`src/rtl/rf_pkg.sv`:
```
// rtl/rf_pkg.sv - shared types and helpers for the multi-port register file
package rf_pkg;

  // Clear engine states
  typedef enum logic {
    ST_IDLE  = 1'b0,
    ST_CLEAR = 1'b1
  } rf_state_e;

  // Ceiling log2, used to size address fields from the register count
  function automatic int clog2(input int n);
    int r;
    r = 0;
    for (int i = 0; i < 31; i++) begin
      if ((1 << i) < n) r = i + 1;
    end
    return r;
  endfunction

  // Low bit of the slice occupied by a port inside a flattened bus
  function automatic int slice_lo(input int port, input int width);
    return port * width;
  endfunction

  // Low bit of a register inside the flattened storage image
  function automatic int word_lo(input int idx, input int width);
    return idx * width;
  endfunction

endpackage

```
`src/rtl/rf_read_port.sv`:
```
// rtl/rf_read_port.sv - one read port: word selector plus zero-register and forwarding
module rf_read_port
  import rf_pkg::*;
#(
  parameter int DATA_W   = 32,
  parameter int NUM_REGS = 32,
  parameter int ADDR_W   = 5,
  parameter int BYPASS   = 1,
  parameter int ZERO_REG = 1
) (
  input  logic [NUM_REGS*DATA_W-1:0] mem_flat,
  input  logic [ADDR_W-1:0]          raddr,
  input  logic                       byp_en,
  input  logic [ADDR_W-1:0]          waddr,
  input  logic [DATA_W-1:0]          wdata,
  output logic [DATA_W-1:0]          rdata
);

  logic [DATA_W-1:0] sel_word;

  // NUM_REGS:1 selector over the flattened storage image
  always_comb begin
    sel_word = '0;
    for (int i = 0; i < NUM_REGS; i++) begin
      if (raddr == ADDR_W'(i)) begin
        sel_word = mem_flat[word_lo(i, DATA_W) +: DATA_W];
      end
    end
  end

  // Forward an accepted same-cycle write; register 0 overrides everything
  always_comb begin
    rdata = sel_word;
    if ((BYPASS != 0) && byp_en && (raddr == waddr)) begin
      rdata = wdata;
    end
    if ((ZERO_REG != 0) && (raddr == '0)) begin
      rdata = '0;
    end
  end

endmodule

```
`src/rtl/regfile_mp.sv`:
```
// rtl/regfile_mp.sv - parametrised multi-port register file with sequenced clear
module regfile_mp
  import rf_pkg::*;
#(
  parameter int  DATA_W     = 32,
  parameter int  NUM_REGS   = 32,
  parameter int  NUM_RD     = 2,
  parameter int  RD_LATENCY = 0,
  parameter int  BYPASS     = 1,
  parameter int  ZERO_REG   = 1,
  localparam int ADDR_W     = clog2(NUM_REGS)
) (
  input  logic                     clk,
  input  logic                     rst_n,
  input  logic                     we,
  input  logic [ADDR_W-1:0]        waddr,
  input  logic [DATA_W-1:0]        wdata,
  input  logic [NUM_RD*ADDR_W-1:0] raddr,
  output logic [NUM_RD*DATA_W-1:0] rdata,
  input  logic                     clr_req,
  output logic                     busy,
  output logic                     wr_drop
);

  rf_state_e                        state_q, state_d;
  logic [ADDR_W-1:0]                cnt_q, cnt_d;
  logic [NUM_REGS-1:0][DATA_W-1:0]  mem_q;
  logic [NUM_REGS*DATA_W-1:0]       mem_flat;
  logic [NUM_RD*DATA_W-1:0]         rdata_d;
  logic                             wr_ok;

  assign busy     = (state_q == ST_CLEAR);
  assign wr_drop  = we && busy;
  // An external write lands only when the clear engine is idle and it
  // does not target the hardwired zero register.
  assign wr_ok    = we && !busy && !((ZERO_REG != 0) && (waddr == '0));
  assign mem_flat = mem_q;

  // Clear engine state and sweep counter
  always_ff @(posedge clk or negedge rst_n) begin
    if (!rst_n) begin
      state_q <= ST_IDLE;
      cnt_q   <= '0;
    end else begin
      state_q <= state_d;
      cnt_q   <= cnt_d;
    end
  end

  // Clear engine next state: sweep every register once, then go idle
  always_comb begin
    state_d = state_q;
    cnt_d   = cnt_q;
    case (state_q)
      ST_IDLE: begin
        if (clr_req) begin
          state_d = ST_CLEAR;
          cnt_d   = '0;
        end
      end
      ST_CLEAR: begin
        cnt_d = cnt_q + 1'b1;
        if (cnt_q == ADDR_W'(NUM_REGS - 1)) begin
          state_d = ST_IDLE;
          cnt_d   = '0;
        end
      end
      default: begin
        state_d = ST_IDLE;
        cnt_d   = '0;
      end
    endcase
  end

  // Storage: the clear sweep owns the write path while busy
  always_ff @(posedge clk or negedge rst_n) begin
    if (!rst_n) begin
      mem_q <= '0;
    end else if (busy) begin
      mem_q[cnt_q] <= '0;
    end else if (wr_ok) begin
      mem_q[waddr] <= wdata;
    end
  end

  // One selector per read port
  for (genvar k = 0; k < NUM_RD; k++) begin : g_rd
    rf_read_port #(
      .DATA_W   (DATA_W),
      .NUM_REGS (NUM_REGS),
      .ADDR_W   (ADDR_W),
      .BYPASS   (BYPASS),
      .ZERO_REG (ZERO_REG)
    ) u_rd (
      .mem_flat (mem_flat),
      .raddr    (raddr[slice_lo(k, ADDR_W) +: ADDR_W]),
      .byp_en   (wr_ok),
      .waddr    (waddr),
      .wdata    (wdata),
      .rdata    (rdata_d[slice_lo(k, DATA_W) +: DATA_W])
    );
  end

  if (RD_LATENCY == 1) begin : g_rd_reg
    logic [NUM_RD*DATA_W-1:0] rdata_q;

    // Registered read: present this cycle's selection on the next cycle
    always_ff @(posedge clk or negedge rst_n) begin
      if (!rst_n) begin
        rdata_q <= '0;
      end else begin
        rdata_q <= rdata_d;
      end
    end

    assign rdata = rdata_q;
  end else begin : g_rd_comb
    assign rdata = rdata_d;
  end

endmodule

```
`config.mk`:
```
export PLATFORM = sky130hd
export DESIGN_NAME = regfile_mp
export DESIGN_NICKNAME = d
export VERILOG_FILES = /design/src/rtl/rf_pkg.sv /design/src/rtl/rf_read_port.sv /design/src/rtl/regfile_mp.sv
export SDC_FILE = /design/constraint.sdc
export NUM_CORES = 2
export LEC_CHECK = 0
export ABC_CLOCK_PERIOD_IN_PS = 11950
export CAP_MARGIN = 25
export CORE_ASPECT_RATIO = 1.25
export CORE_UTILIZATION = 40
export CTS_CLUSTER_SIZE = 8
export DETAILED_ROUTE_END_ITERATION = 10
export HOLD_SLACK_MARGIN = 0.03
export SYNTH_ARGS = -nofsm -noshare
export SYNTH_HDL_FRONTEND = slang
export SYNTH_HIERARCHICAL = 1
export SYNTH_SLANG_ARGS = --single-unit
```
`constraint.sdc`:
```
create_clock -name clk -period 11.95 [get_ports clk]
set_input_delay 3.585 -clock clk [delete_from_list [all_inputs] [get_ports clk]]
set_output_delay 3.585 -clock clk [all_outputs]
set_load 0.05 [all_outputs]
```
==> flow_summary.yaml <==
worst_setup_path:
  crit_type: "in2out"
  critPathLaunchType: "input pin"
  worstPathRequired_ns: 8.37
  end_kind: "output port"
  cp_max_fo: 33
  arrival_ns: 7.83
yosys:
  synthCells: 4924
  synth_nets: 4980
  syn_area_um2: 52620
  synth_area_per_cell_um2: 10.69
  yosys_warnings: 6
route:
  drt_iter0_markers: 9801
  first_pass_iters: 10
  vias_per_cell: 7.842
  ant_nets: 0
  remaining_drc_errors: 0
  post_drt_wl_per_cell_um: 44.31
  vias: 52610
  drt_wl_total_um: 297300
layout:
  final_cell_mix: "1142 x a22o_1, 997 x dfrtp_1, 381 x buf_4"
  design_area_um2: 60220
  layout_commonest_cell: "a22o_1"
  utilization_pct: 46.19
  drive_gt1_share_pct: 16.51
  syn2layout_area_growth_pct: 14.45
  final_nets: 5015
pwr:
  power_leakage_nw: 26.58
  netSwitchingFraction_pct: 33.70
  seqPwrFrac_pct: 42.8
  p_sw_mw: 3.448
  irDropWorstVdd_uv: 160.8
  clkPwrFrac_pct: 37.2
  finalPower_mw: 10.23
  p_per_area_nw_per_um2: 169.9
  p_comb_share_pct: 20.0
  internal-power_mw: 6.782
global_route:
  grt_use_total_pct: 43.71
  met3_usage_pct: 16.80
  grtUsageMet1_pct: 53.78
  gr-total-overflow: 0
  antenna_found_initial: 14
  busiest_layer: "met2"
  grt_max_degree: 177
  use_met2_pct: 61.04
  grt_pass1_wl_um: 410600
  grt_pass1_vias: 50230
clock_tree:
  cts_buffers: 143
  clk_pin_slew_worst_paths_ns: 0.05
  cts_root_buffer: "clkbuf_16"
  postCtsHoldBufs: 0
  cts_resized: 0
  cts_max_level: 4
  cts_tree: "yes"
  cts_num_sinks: 998
  post_cts_buffers: 0
  insertion_delay_ns: 0.82
  clockBufferDepth: 3
sta:
  post-route-period-util_pct: 95.53
  tightestPinTransition_ns: 1.290
  setup_viol: 0
  final_max_slew_viol_count: 0
  finalClockSkew_ns: 0.03305
  hold_slack_ns: 0.5087
  relSlewSlack_pct: 13.09
  fmax_ghz: 0.08760
  hold_viol: 0
  rsz0062_at_grt: "false"
  setup_tns_ns: 0
  finalCriticalPeriod_ns: 11.42
die:
  start_util_pct: 40.36
  ios: 117
  rows: 148
  die_w_um: 326.4
  die-area_um2: 133000
  die_h_um: 407.5
  core_area_um2: 130400
run:
  drv_cap: 0
run_status:
  outcome: "finished clean"
placed_design:
  routabilityCongestion: 1.081
  placed_area_um2: 56210
  dp_hpwl_um: 191200
  io_buffers: 116
min_path:
  holdCritPathClass: "reg2reg"
sequential cells by signal, summed over array words and instances, names as in the netlist:
signal	count
busy	1
cnt_q	5
mem_flat	992
critical path: stages:
cell	delay, ns
buf_2	0.61
or3b_1	0.57
nor2_2	0.66
buf_4	0.46
a22oi_1	0.16
nand4_1	0.12
nor4_1	0.15
buf_4	0.18
a211oi_1	0.70
o221a_1	0.37
buf_4	0.22
path summary, 6_finish.rpt:
check / slack (ns) / cells past startpoint / startpoint / end
max in group asynchronous: 6.88 / 3 / rst_n / mem_flat[1006]$_DFFE_PN0P_
worst min-delay path: 0.51 / 1 / mem_flat[859]$_DFFE_PN0P_ / mem_flat[859]$_DFFE_PN0P_
min in group asynchronous: 2.75 / 1 / rst_n / mem_flat[126]$_DFFE_PN0P_
worst max-delay path: 0.53 / 11 / raddr[2] / rdata[7]
worst min register to register: 0.51 / 1 / mem_flat[859]$_DFFE_PN0P_ / mem_flat[859]$_DFFE_PN0P_
worst max register to register: 8.30 / 6 / busy$_DFF_PN0_ / mem_flat[259]$_DFFE_PN0P_
cell type report:
type | instances | area [um2]
repair buffers | 467 | 3996
clock inverters | 14 | 256.5
diodes | 5 | 12.51
well taps | 1725 | 2158
multi-input cells | 3332 | 25090
fillers | 12080 | 70140
clock buffers | 151 | 3671
inverters | 17 | 63.81
flip-flops and latches | 998 | 24980
routing by layer:
layer  up-vias  part of all wire [%]  wire, um
met2      5174                    41    120900
met4        16                   9.8     29190
met5         -                 0.035       103
met3      1576                    14     43080
li1      19660                     -         -
met1     26180                    35    104100
power by group through the flow:
stage	clock network (mW)	logic, mW	registers, mW
2_1_floorplan	0	1.17	4.24
3_3_place_gp	0	1.93	4.39
3_5_place_dp	0	1.96	4.39
4_1_cts	3.81	1.96	4.35
5_1_grt	3.94	2.09	4.43
6_report	3.80	2.04	4.38
through the flow:
stage,instances,worst slack [ns]
2_1_floorplan,4924,2.178
3_3_place_gp,6530,0.9852
3_5_place_dp,6533,0.9137
4_1_cts,6698,0.9016
5_1_grt,6704,0.6485
6_report,6709,0.5346
Power figures use the tool's default switching activity.
